===== src/rtl/multicycle_ctrl.sv =====
// Multicycle MIPS control FSM: fetch/decode/execute/memory/write-back with a memory ready handshake.
// Optional MULTICYCLE_CTRL_ILLEGAL_OP_TRAP_EN: an unsupported opcode traps to the vector instead of acting as a NOP.
module multicycle_ctrl (
  input  logic       Clk,
  input  logic       Reset_PC,
  input  logic [5:0] Opcode,
  input  logic [5:0] Funct,
  input  logic       Zero,
  input  logic       Mem_Ready,
  output logic       Load_PC,
  output logic       Empty_PC,
  output logic       IRWrite,
  output logic [2:0] Seletor_ULA,
  output logic       ALUSrcA,
  output logic [1:0] ALUSrcB,
  output logic       IorD,
  output logic       MemRead,
  output logic       MemWrite,
  output logic       Load_MDR,
  output logic       Load_A,
  output logic       Load_B,
  output logic       Load_ALUOut,
  output logic       RegDst,
  output logic       RegWrite,
  output logic       MemtoReg,
  output logic [1:0] PCSource,
  output logic       Exception,
  output logic [3:0] State_Out
);

  typedef enum logic [3:0] {
    S_RST       = 4'd0,
    S_FETCH     = 4'd1,
    S_DECODE    = 4'd2,
    S_MEM_ADDR  = 4'd3,
    S_MEM_READ  = 4'd4,
    S_MEM_WB    = 4'd5,
    S_MEM_WRITE = 4'd6,
    S_R_EXEC    = 4'd7,
    S_R_WB      = 4'd8,
    S_BRANCH    = 4'd9,
    S_JUMP      = 4'd10,
    S_ADDI_EXEC = 4'd11,
    S_ADDI_WB   = 4'd12,
    S_TRAP      = 4'd13
  } state_t;

  localparam logic [5:0] OP_R    = 6'h00;
  localparam logic [5:0] OP_LW   = 6'h23;
  localparam logic [5:0] OP_SW   = 6'h2B;
  localparam logic [5:0] OP_BEQ  = 6'h04;
  localparam logic [5:0] OP_J    = 6'h02;
  localparam logic [5:0] OP_ADDI = 6'h08;

  localparam logic [2:0] ALU_NOP = 3'b000;
  localparam logic [2:0] ALU_ADD = 3'b001;
  localparam logic [2:0] ALU_SUB = 3'b010;
  localparam logic [2:0] ALU_AND = 3'b011;
  localparam logic [2:0] ALU_OR  = 3'b100;
  localparam logic [2:0] ALU_SLT = 3'b101;

  state_t     state, next_state;
  logic [2:0] r_alu;

  // NOTE: sequential state uses non-blocking (<=) so every flop samples pre-edge values.
  always_ff @(posedge Clk or negedge Reset_PC) begin
    if (!Reset_PC) state <= S_RST;
    else           state <= next_state;
  end

  // Unsupported Funct maps to NOP; a nonzero code doubles as "supported".
  always_comb begin
    case (Funct)
      6'h20:   r_alu = ALU_ADD;
      6'h22:   r_alu = ALU_SUB;
      6'h24:   r_alu = ALU_AND;
      6'h25:   r_alu = ALU_OR;
      6'h2A:   r_alu = ALU_SLT;
      default: r_alu = ALU_NOP;
    endcase
  end

  always_comb begin
    // NOTE: every output gets a default before the case so no path infers a latch.
    next_state  = state;
    Load_PC     = 1'b0;
    Empty_PC    = 1'b0;
    IRWrite     = 1'b0;
    Seletor_ULA = ALU_NOP;
    ALUSrcA     = 1'b0;
    ALUSrcB     = 2'b00;
    IorD        = 1'b0;
    MemRead     = 1'b0;
    MemWrite    = 1'b0;
    Load_MDR    = 1'b0;
    Load_A      = 1'b0;
    Load_B      = 1'b0;
    Load_ALUOut = 1'b0;
    RegDst      = 1'b0;
    RegWrite    = 1'b0;
    MemtoReg    = 1'b0;
    PCSource    = 2'b00;
    Exception   = 1'b0;
    case (state)
      S_RST: begin
        Empty_PC   = 1'b1;
        next_state = S_FETCH;
      end
      S_FETCH: begin
        MemRead = 1'b1;
        if (Mem_Ready) begin
          IRWrite     = 1'b1;
          ALUSrcB     = 2'b01;
          Seletor_ULA = ALU_ADD;
          Load_PC     = 1'b1;
          next_state  = S_DECODE;
        end
      end
      S_DECODE: begin
        Load_A      = 1'b1;
        Load_B      = 1'b1;
        ALUSrcB     = 2'b11;
        Seletor_ULA = ALU_ADD;
        Load_ALUOut = 1'b1;
        case (Opcode)
          OP_R:         next_state = S_R_EXEC;
          OP_LW, OP_SW: next_state = S_MEM_ADDR;
          OP_BEQ:       next_state = S_BRANCH;
          OP_J:         next_state = S_JUMP;
          OP_ADDI:      next_state = S_ADDI_EXEC;
`ifdef MULTICYCLE_CTRL_ILLEGAL_OP_TRAP_EN
          default:      next_state = S_TRAP;
`else
          default:      next_state = S_FETCH;
`endif
        endcase
      end
      S_MEM_ADDR: begin
        ALUSrcA     = 1'b1;
        ALUSrcB     = 2'b10;
        Seletor_ULA = ALU_ADD;
        Load_ALUOut = 1'b1;
        next_state  = (Opcode == OP_SW) ? S_MEM_WRITE : S_MEM_READ;
      end
      S_MEM_READ: begin
        MemRead = 1'b1;
        IorD    = 1'b1;
        if (Mem_Ready) begin
          Load_MDR   = 1'b1;
          next_state = S_MEM_WB;
        end
      end
      S_MEM_WB: begin
        RegWrite   = 1'b1;
        MemtoReg   = 1'b1;
        next_state = S_FETCH;
      end
      S_MEM_WRITE: begin
        MemWrite = 1'b1;
        IorD     = 1'b1;
        if (Mem_Ready) next_state = S_FETCH;
      end
      S_R_EXEC: begin
        ALUSrcA     = 1'b1;
        Load_ALUOut = 1'b1;
        Seletor_ULA = r_alu;
        next_state  = S_R_WB;
      end
      S_R_WB: begin
        RegDst     = 1'b1;
        RegWrite   = |r_alu;
        next_state = S_FETCH;
      end
      S_BRANCH: begin
        ALUSrcA     = 1'b1;
        Seletor_ULA = ALU_SUB;
        PCSource    = 2'b01;
        Load_PC     = Zero;
        next_state  = S_FETCH;
      end
      S_JUMP: begin
        PCSource   = 2'b10;
        Load_PC    = 1'b1;
        next_state = S_FETCH;
      end
      S_ADDI_EXEC: begin
        ALUSrcA     = 1'b1;
        ALUSrcB     = 2'b10;
        Seletor_ULA = ALU_ADD;
        Load_ALUOut = 1'b1;
        next_state  = S_ADDI_WB;
      end
      S_ADDI_WB: begin
        RegWrite   = 1'b1;
        next_state = S_FETCH;
      end
`ifdef MULTICYCLE_CTRL_ILLEGAL_OP_TRAP_EN
      S_TRAP: begin
        Exception  = 1'b1;
        PCSource   = 2'b11;
        Load_PC    = 1'b1;
        next_state = S_FETCH;
      end
`endif
      default: next_state = S_RST;
    endcase
  end

  assign State_Out = state;

endmodule

===== config.mk =====
export PLATFORM = sky130hd
export DESIGN_NAME = multicycle_ctrl
export DESIGN_NICKNAME = d
export VERILOG_FILES = /design/src/rtl/multicycle_ctrl.sv
export SDC_FILE = /design/constraint.sdc
export NUM_CORES = 1
export LEC_CHECK = 0
export CELL_PAD_IN_SITES_DETAIL_PLACEMENT = 1
export CELL_PAD_IN_SITES_GLOBAL_PLACEMENT = 1
export CORE_ASPECT_RATIO = 0.75
export CORE_MARGIN = 2
export CORE_UTILIZATION = 25
export CTS_CLUSTER_DIAMETER = 50
export DETAILED_ROUTE_END_ITERATION = 10
export PLACE_DENSITY = 0.92
export SETUP_SLACK_MARGIN = 0.3
export SLEW_MARGIN = 5
export SYNTH_ARGS = -nofsm -noshare
export SYNTH_HDL_FRONTEND = slang
export SYNTH_SLANG_ARGS = --single-unit

===== constraint.sdc =====
create_clock -name Clk -period 2.9 [get_ports Clk]
set_clock_uncertainty 0.2 [all_clocks]
set_input_delay 0.435 -clock Clk [delete_from_list [all_inputs] [get_ports Clk]]
set_output_delay 0.435 -clock Clk [all_outputs]
set_load 0.05 [all_outputs]

### After elaboration in Yosys (flattened, before gate mapping)

Index checks and enable logic that the tools add are counted.

| storage, ports and cells | value |
|---|---|
| register bits | 4 |
| bits of input ports | 16 |
| output and inout port bits | 26 |

| cells by class | value |
|---|---|
| equal/unequal tests | 25 |
| muxes and demuxes | 26 |
| reductions and logical operators | 13 |

Operators by type and width:

| kind | count |
|---|---|
| $eq 6x6->1 const B | 7 |
| $pmux 4 s8 | 1 |
| $eq 4x4->1 const B | 5 |
| $pmux 4 s5 | 1 |
| $eq 4x3->1 const B | 4 |
| $pmux 3 s5 | 1 |
| $mux 1 | 14 |
| $mux 4 | 3 |
| $pmux 3 s4 | 1 |
| $reduce_or 2->1 | 5 |
| $eq 4x2->1 const B | 2 |
| $reduce_or 4->1 | 2 |
| $eq 6x2->1 const B | 1 |
| $eq 6x3->1 const B | 1 |
| $eq 6x4->1 const B | 1 |
| $logic_not 6->1 | 1 |
| $ne 2x2->1 const B | 3 |
| $pmux 2 s3 | 1 |
| $reduce_or 3->1 | 2 |
| $reduce_or 6->1 | 1 |
| $eq 4x1->1 const B | 1 |
| $logic_not 4->1 | 1 |
| $pmux 2 s2 | 1 |
| $pmux 1 s3 | 1 |
| other kinds (3) | 3 |

### Depth between registers and ports, before layout

Gate-level depths: netlist of run 1.

| logic depth | value |
|---|---|
| word-level depth | 4 |
| depth in mapped cells | 5 |
| depth with buffers taken out | 4 |

### Worst setup path after synthesis of run 1

No wires, ideal clock.

| timing path | value |
|---|---|
| path type | reg-to-output |
| start | register state[0], in the netlist State_Out[0] |
| end | output port Load_MDR |
| arrival time | 2.699 ns |
| path slack | -0.434 ns |
| cell stages (with the launch flop) | 4 |
| path through | dfrtp_1 > buf_2 > clkbuf_1 > nor4b_1 |

| between the ends | value |
|---|---|
| longest elaborated chain between the ends | 2 |

RTL lines:

| element | RTL line | source |
|---|---|---|
| from (decl) | 62 | `state_t state, next_state;` |
| from (signal assigned) | 68 | `else state <= next_state;` |
| $eq 4x3->1 | 104 | `case (state)` |
| $mux 1 | 104 |  |
| to (decl) | 19 | `output logic Load_MDR,` |

Every way passes these cells.

### Final worst setup path of run 1

| timing path | value |
|---|---|
| start | input port Funct[3] |
| end | output port RegWrite |

| between the ends | value |
|---|---|
| longest elaborated chain between the ends | 4 |
| elaborated cells on any way between the ends | 8 |
| classes of those cells | eq/ne: 5; mux: 2; reduce/logical: 1 |

RTL lines:

| element | RTL line | source |
|---|---|---|
| from (decl) | 7 | `input logic [5:0] Funct,` |
| $eq 6x6->1 | 73 | `case (Funct)` |
| $pmux 3 s5 * | 73 |  |
| $reduce_or 3->1 * | 171 | `RegWrite = \|r_alu;` |
| $pmux 1 s2 * | 104 |  |
| to (decl) | 24 | `output logic RegWrite,` |

Every way passes the cells marked *; elsewhere a longest branch is shown, timed or not.

==> summary.md, run 1 <==
| Metric | Value |
|---|---|
| Core area | 0.002562 mm^2 |
| Min Tclk post-route | 2.531 ns |
| Hold crit path type | in -> async |
| Asr flop ratio synth | 100.0% |
| Clock power share | 5.3% |
| Setup TNS | 0 ns |
| Slew HR | 60.89% |
| CP cell instances | clkdlybuf4s50_1 > nor2b_1 > a2111oi_2 > o211ai_1 > a21oi_2 > buf_12 |
| FP Rows | 16 |
| Multi-input gate area | 549.3 um^2 |
| Max_cap viols | 0 |
| GPL Wtd Cong | 0.8576 |
| Area grow syn2layout | 83.14% |
| Initial DRC Count | 44 |
| CP Max Fanout | 4 |
| Synth cell types | 40 |
| Crit path depth | 6 |
| Initial antenna violation count | 0 |
| Storage element area | 102.6 um^2 |
| Synthesized flop and latch total | 4 |
| Met3 GRT Util | 2.791% |
| Routed WL per cell | 14.84 um |
| Synth Warn # | 0 |
| RR Startpoint | State_Out[0] |
| Setup repair after global routing missed its margin | yes |
| Worst setup path end | RegWrite |
| Startpoint Class | input pin |
| Clock buffer depth | 2 |
| Via count | 905 |
| DP HPWL | 2129 um |
| Utilization after layout | 47.22% |
| Worst setup EP type | output pin |
| Num ports | 42 |
| Seq/Total Area, Yosys | 15.15% |
| Buffers plus inverters on the worst setup path | 2 |
| Worst vdd ir | 0.0004771 V |
| CP top delay family | compound AO/OA/AOI/OAI gates |
| Critical-path top delay cell | clkdlybuf4s50_1 |
| Inst Count DP | 170 |
| Num CTS Buffers | 3 |
| R2R depth | 4 |
| Int Pwr | 0.5170 mW |
| First-pass GRT wire length | 4340 um |
| Most common cell after layout, fill and taps aside | clkdlybuf4s50_1 |
| Gate Count Post-Synth | 98 |
| Leakage | 0.4934 nW |
| Detailed-route vias per instance | 5.231 |
| Final WS setup | 0.3695 ns |
| H-tree levels | 1 |
| Met2 GRT Util | 29.12% |
| Pwr Density | 1073 mW/mm^2 |
| Starting density of the core | 25.78% |
| Max reg flops | 4 |
| Outcome | finished clean |
| Fin. max-slew vios | 0 |
| Commonest non-fill, non-tap cells in the layout | 17 x clkdlybuf4s50_1, 15 x buf_4, 12 x nor2_1, 8 x nand2b_1, 7 x buf_12 |
| Dpl ws | 0.1621 ns |
| Worst Path Class, Setup | in -> out |
| Clk slew on worst S/H paths | 0.04 ns |
| Critical Path RT | 2.27 ns |
| CP Launch Point | Funct[3] |
| IO Port Bufs | 40 |
| Met1 usage | 22.55% |
| Syn avg cell area | 6.741 um^2 |
| Share of cells above drive strength 1 | 27.74% |
| Clk root buf | clkbuf_4 |
| Hold Vio Cnt, Final | 0 |
| Total gr overflow | 0 |
| Final wirelength | 2567 um |
| Gr usage total | 17.18% |
| Worst R2R Setup Slack | 0.86 ns |
| Comb power frac | 82.8% |
| GRT busiest layer | met2 |
| Worst EP arrival | 1.90 ns |
| Worst path max stage delay | 0.45 ns |
| Clk sinks | 4 |
| Worst r2r dst | State_Out[1] |
| Slew of the pin with the lowest slew margin | 0.5867 ns |
| Fmax | 395.2 MHz |
| Switching Share | 60.16% |
| Setup Buffers After CTS | 0 |
| CTS tree | done |
| Antenna Cells | 0 |
| Initial DRT Pass Iterations | 4 |
| Layout Cells excl Fill | 173 |
| Setup-failing EPs final | 0 |
| Pin count of the biggest net entering global routing | 16 |
| Die area | 0.003074 mm^2 |
| Number of global-route vias before repair | 933 |
| Nets | 155 |
| Worst-Skew Late Latency | 0.23 ns |
| Die width | 63.36 um |
| Fillers | 340 |
| Predominant post-synthesis flop cell | dfrtp_1 |
| Post-CTS Resized | 6 |
| Fin crit share | 87.26% |
| Sequential power share | 11.9% |
| Netlist Area Pre-Place | 660.6 um^2 |
| Post-synth EDFFs | 0 |
| Sw power | 0.7807 mW |
| Syn Nets | 114 |
| Post-route ant nets | 0 |
| Residual DRC | 0 |
| Chip height | 48.52 um |
| # hold bufs at CTS | 0 |
-- cell families (layout without fill, tap and decap cells) --
group,count (synthesis),after routing,synth area share (%)
simple gates,51,51,44.13
compound gates,28,28,27.84
flops,4,4,15.15
buf+inv,11,50,8.333
xor+xnor,3,3,3.978
other cells,1,1,0.5676
-- synth_stat cells, types with 2 or more instances --
cell | number | area [um^2]
nand2_1 | 4 | 15.01
o21ai_0 | 5 | 25.02
a21oi_1 | 8 | 40.04
a31oi_1 | 2 | 12.51
nor2_1 | 13 | 48.80
nor4b_1 | 2 | 17.52
clkbuf_1 | 2 | 7.510
nand3b_1 | 2 | 15.01
buf_4 | 2 | 15.01
nand2b_1 | 8 | 50.05
nor3_1 | 6 | 30.03
nor4_1 | 2 | 12.51
nand4b_1 | 2 | 17.52
a21boi_0 | 2 | 15.01
xnor2_1 | 2 | 17.52
dfrtp_1 | 4 | 100.1
or4_1 | 2 | 15.01
o21a_1 | 2 | 15.01
inv_1 | 2 | 7.510
buf_2 | 5 | 25.02
nor2b_1 | 2 | 12.51
-- worst min path at each step --
stage                  start      endpoint  slack (ns)  cells past startpoint
global route        Reset_PC  State_Out[2]        0.21                      1
CTS                 Reset_PC  State_Out[2]        0.20                      1
finish              Reset_PC  State_Out[2]        0.20                      1
floorplan           Reset_PC  State_Out[0]       -0.06                      0
detailed placement  Reset_PC  State_Out[0]        0.45                      1
global placement    Reset_PC  State_Out[2]        0.44                      1
-- per-layer routing --
metal | vias to the layer above | routed length [um]
met5 | - | 0
met4 | 0 | 15
met3 | 2 | 101
met2 | 25 | 1263
li1 | 438 | -
met1 | 440 | 1186
-- layout make-up --
class                           count  share of cell area, %
Multi-Input combinational cell     83                  45.40
Tap cell                           36                  3.723
Inverter                            2                 0.6205
Timing Repair Buffer               45                  39.92
Sequential cell                     4                  8.480
Clock buffer                        3                  1.861
-- per-stage QoR --
stage                     cell area (um^2)  hold slack [ns]  total power, mW
after floorplan                      698.2         -0.06059           0.8489
after global placement                1179           0.4434            1.224
after detailed placement              1179           0.4502            1.248
after CTS                             1199           0.2007            1.306
after global routing                  1210           0.2115            1.373
final                                 1210           0.2026            1.298
-- power groups by stage --
stage               clock network (mW)  logic, mW  registers (mW)
CTS                             0.0711       1.08           0.153
global placement                     0       1.07           0.151
global route                    0.0756       1.13           0.164
floorplan                            0      0.686           0.163
detailed placement                   0       1.09           0.153
finish                          0.0694       1.07           0.154
(Power assumes the default switching activity.)
==> run 2, diff against run 1 <==
Settings changed: PLACE_DENSITY 0.92 to unset, PLACE_DENSITY_LB_ADDON set to 0.15, TNS_END_PERCENT set to 20.
Clock period 2.9 ns to 3.2 ns, I/O delays scaled along.
==> run 2 against run 1 <==
  * Total power down 12%
  * Clock-buffer cell count is the same
  * Flip-flop and latch count did not move
  * Sequential share of layout area increased by 0.24 points
  * Die area is the same
  * Hold slack improved by 0.042 ns
  * Final area decreased by 5.2%
  * Critical path type is now reg -> out
  * Cell count rose by 1.2%
==> summary.md, run 2 (synthesized netlist as in run 1, its figures left out) <==
| Metric | Value |
|---|---|
| Fmax | 350.2 MHz |
| Starting density of the core | 25.78% |
| Final wirelength | 2484 um |
| Worst Path Class, Setup | reg -> out |
| Slew of the pin with the lowest slew margin | 0.5262 ns |
| FP Rows | 16 |
| CP cell instances | or2_0 > nor2_1 > clkdlybuf4s50_1 |
| Worst R2R Setup Slack | 1.32 ns |
| Clk root buf | clkbuf_4 |
| IO Port Bufs | 40 |
| Hold Vio Cnt, Final | 0 |
| Utilization after layout | 44.78% |
| Max reg flops | 4 |
| Worst EP arrival | 2.18 ns |
| Min Tclk post-route | 2.856 ns |
| Antenna Cells | 0 |
| Worst-Skew Late Latency | 0.24 ns |
| Worst setup EP type | output pin |
| Max_cap viols | 0 |
| Setup Buffers After CTS | 0 |
| Hold crit path type | in -> async |
| Die width | 63.36 um |
| Layout Cells excl Fill | 175 |
| Critical-path top delay cell | clkdlybuf4s50_1 |
| Fin. max-slew vios | 0 |
| Num CTS Buffers | 3 |
| Initial antenna violation count | 0 |
| Critical Path RT | 2.52 ns |
| Post-route ant nets | 0 |
| Worst r2r dst | State_Out[3] |
| Share of cells above drive strength 1 | 15.11% |
| R2R depth | 4 |
| Number of global-route vias before repair | 904 |
| Setup-failing EPs final | 0 |
| Worst vdd ir | 0.0003989 V |
| Core area | 0.002562 mm^2 |
| Most common cell after layout, fill and taps aside | clkdlybuf4s50_1 |
| Pin count of the biggest net entering global routing | 14 |
| Area grow syn2layout | 73.67% |
| Commonest non-fill, non-tap cells in the layout | 31 x clkdlybuf4s50_1, 13 x nor2_1, 13 x buf_4, 8 x nand2b_1, 8 x a21oi_1 |
| Via count | 903 |
| Chip height | 48.52 um |
| RR Startpoint | State_Out[0] |
| First-pass GRT wire length | 4160 um |
| Pwr Density | 1001 mW/mm^2 |
| Worst path max stage delay | 0.84 ns |
| Clk slew on worst S/H paths | 0.04 ns |
| Clock buffer depth | 2 |
| Nets | 157 |
| CP Max Fanout | 8 |
| DP HPWL | 1986 um |
| Slew HR | 64.81% |
| Outcome | finished clean |
| Leakage | 0.4478 nW |
| Fin crit share | 89.24% |
| CTS tree | done |
| H-tree levels | 1 |
| Initial DRT Pass Iterations | 4 |
| Total gr overflow | 0 |
| Gr usage total | 16.65% |
| GPL Wtd Cong | 0.8222 |
| Die area | 0.003074 mm^2 |
| Routed WL per cell | 14.19 um |
| Setup TNS | 0 ns |
| Startpoint Class | flop |
| Initial DRC Count | 26 |
| Overall power | 1.148 mW |
| Num ports | 42 |
| Residual DRC | 0 |
| Inst Count DP | 172 |
| Setup repair after global routing missed its margin | yes |
| Detailed-route vias per instance | 5.160 |
| Clk sinks | 4 |
-- run 2: critical path, delay by kind of cell, from the launching register on --
family | cells | cell delay, ns
buf+inv | 1 | 0.84
simple gates | 2 | 0.65
flops | 1 | 0.45
-- run 2: worst max-delay path by stage --
stage / from / to / slack, ns / cells after the start
after floorplan: State_Out[0] / Load_ALUOut / 0.07 / 4
final: State_Out[2] / Load_A / 0.34 / 3
after CTS: State_Out[2] / Load_B / 0.31 / 3
after detailed placement: Funct[1] / RegWrite / 0.40 / 6
after global routing: State_Out[2] / Load_A / 0.22 / 3
after global placement: Funct[1] / RegWrite / 0.52 / 6
-- run 2: through the flow --
step                      instance area, um^2  hold slack (ns)  worst slack [ns]
after global placement                   1122           0.4794            0.5150
after global routing                     1147           0.2492            0.2237
after CTS                                1145           0.2403            0.3131
after detailed placement                 1122           0.4698            0.4032
final                                    1147           0.2445            0.3442
after floorplan                         666.9         -0.01559           0.07448
-- run 2: routing by layer --
metal | routed length, um | part of all wire (%) | track usage (%) | vias up
li1 | - | - | - | 441
met1 | 1209 | 49 | 22.59 | 433
met2 | 1142 | 46 | 27.37 | 29
met4 | 0 | 0 | 3.261 | 0
met5 | 0 | 0 | 0 | -
met3 | 132 | 5.3 | 3.488 | 0
-- run 2: final cells by class --
| class | instances | area [um^2] |
|---|---|---|
| Clock buffer | 3 | 22.52 |
| Fill cell | 342 | 1415 |
| Inverter | 2 | 7.507 |
| Multi-Input combinational cell | 83 | 511.7 |
| Sequential cell | 4 | 100.1 |
| Tap cell | 36 | 45.04 |
| Timing Repair Buffer | 47 | 460.4 |
-- run 2: timing repair --
item | in CTS | in global routing
endpoints found under the setup margin | 0 | 7
gates resized for setup | 0 | 1
hold buffers | 0 | 0
-- run 2: power by group --
part / switching, mW / internal [mW] / total (mW) / leakage (nW)
combinational: 0.619 / 0.347 / 0.967 / 0.383
clock: 0.0221 / 0.0421 / 0.0642 / 0.0138
sequential: 0.0480 / 0.0693 / 0.117 / 0.0505
total: 0.689 / 0.459 / 1.15 / 0.448
==> run 3, diff against run 2 <==
Settings changed: CORE_UTILIZATION 25 to 26, CTS_BUF_LIST set to sky130_fd_sc_hd__clkbuf_2 sky130_fd_sc_hd__clkbuf_4 sky130_fd_sc_hd__clkbuf_8.
==> run 3 against run 2 <==
  * Utilization is 2.5 points higher
  * Maximum frequency barely moved
  * Sequential power down 9%
  * Non-clock buffer count fell by 3
  * Combinational power shrank 4.7%
  * Critical path type unchanged
  * Largest power group unchanged
==> summary.md, run 3 (synthesized netlist as in run 1, its figures left out) <==
| Metric | Value |
|---|---|
| Number of global-route vias before repair | 813 |
| RR Startpoint | State_Out[0] |
| Critical Path RT | 2.52 ns |
| Final wirelength | 2400 um |
| Worst setup EP type | output pin |
| H-tree levels | 1 |
| Area grow syn2layout | 67.99% |
| Most common cell after layout, fill and taps aside | clkdlybuf4s50_1 |
| Initial DRC Count | 35 |
| Fmax | 350.0 MHz |
| Fin. max-slew vios | 0 |
| First-pass GRT wire length | 3981 um |
| Multi-input gate area | 511.7 um^2 |
| Worst-Skew Late Latency | 0.24 ns |
| Die area | 0.002964 mm^2 |
| Antenna Cells | 0 |
| R2R depth | 4 |
| Num CTS Buffers | 3 |
| Nets | 154 |
| Chip height | 47.66 um |
| Clk root buf | clkbuf_4 |
| Fillers | 313 |
| Worst R2R Setup Slack | 1.27 ns |
| Storage element area | 100.1 um^2 |
| GPL Wtd Cong | 0.8276 |
| FP Rows | 15 |
| Clock buffer depth | 2 |
| Layout Cells excl Fill | 170 |
| Starting density of the core | 28.16% |
| Total gr overflow | 0 |
| Pin count of the biggest net entering global routing | 16 |
| Share of cells above drive strength 1 | 13.24% |
| Setup repair after global routing missed its margin | yes |
| Setup-failing EPs final | 0 |
| Clk slew on worst S/H paths | 0.04 ns |
| Setup Buffers After CTS | 0 |
| Max_cap viols | 0 |
| Num ports | 42 |
| Initial DRT Pass Iterations | 4 |
| Pwr Density | 984.2 mW/mm^2 |
| CP Max Fanout | 15 |
| Core area | 0.002346 mm^2 |
| Worst EP arrival | 2.18 ns |
| Hold Vio Cnt, Final | 0 |
| Commonest non-fill, non-tap cells in the layout | 31 x clkdlybuf4s50_1, 13 x nor2_1, 11 x buf_4, 8 x nand2b_1, 8 x a21oi_1 |
| Die width | 62.21 um |
| Via count | 847 |
| Inst Count DP | 167 |
| Slew HR | 64.91% |
| Post-route ant nets | 0 |
| Detailed-route vias per instance | 4.982 |
| Max reg flops | 4 |
| Worst vdd ir | 0.0002660 V |
| Hold crit path type | in -> async |
| Residual DRC | 0 |
| CTS tree | done |
| Routed WL per cell | 14.12 um |
| Worst r2r dst | State_Out[3] |
| Initial antenna violation count | 0 |
| Min Tclk post-route | 2.857 ns |
| DP HPWL | 1900 um |
| Startpoint Class | flop |
| Worst Path Class, Setup | reg -> out |
| Clk sinks | 4 |
| IO Port Bufs | 40 |
| Setup TNS | 0 ns |
| Outcome | finished clean |
| Gr usage total | 16.91% |
| Leakage | 0.4293 nW |
| Fin crit share | 89.29% |
| Slew of the pin with the lowest slew margin | 0.5247 ns |
-- run 3: stage by stage --
step                util, %  power [mW]  setup slack (ns)  area (um^2)  hold WS, ns
floorplan                 -      0.7384           0.07448        666.9     -0.01559
global placement      46.24       1.030            0.4529         1085       0.4192
detailed placement    46.24       1.032            0.4724         1085       0.3997
CTS                   47.20       1.100            0.3044         1107       0.2439
global route          47.31       1.167            0.2060         1110       0.2476
finish                47.31       1.092            0.3427         1110       0.2497
-- run 3: area by class of cell --
cell class | count | area share (%)
clock buffer | 3 | 2.029
inverter | 2 | 0.6764
multi-input combinational | 83 | 46.11
sequential | 4 | 9.019
tap | 34 | 3.833
timing repair buffer | 44 | 38.33
-- run 3: routing by layer --
| metal | vias to the layer above | routed length, um | GRT usage, % |
|---|---|---|---|
| li1 | 437 | - | - |
| met1 | 389 | 1209 | 23.28 |
| met2 | 21 | 1103 | 28.26 |
| met3 | 0 | 87 | 3.294 |
| met4 | 0 | 0 | 4.000 |
| met5 | - | 0 | 0 |
-- run 3: power breakdown --
part	switching [mW]	internal [mW]	total, mW
Sequential	0.0381	0.0693	0.107
Combinational	0.610	0.311	0.922
Clock	0.0213	0.0420	0.0633
Total	0.670	0.423	1.09
-- run 3: critical path: stages, from the launching register on --
cell	delay, ns
dfrtp_1	0.55
nand2b_1	0.32
nor2_1	0.23
clkdlybuf4s50_1	0.84
-- run 3: repair_timing --
item,in CTS,in global routing
hold buffers,0,0
setup endpoints to repair,0,4
gates resized for setup,0,1
-- run 3: worst max path at each step --
stage                            start     endpoint  slack, ns
after floorplan           State_Out[0]  Load_ALUOut       0.07
after global placement        Funct[1]     RegWrite       0.45
after detailed placement      Funct[1]     RegWrite       0.47
after CTS                 State_Out[0]       Load_A       0.30
after global routing      State_Out[0]       Load_B       0.21
final                     State_Out[0]       Load_B       0.34
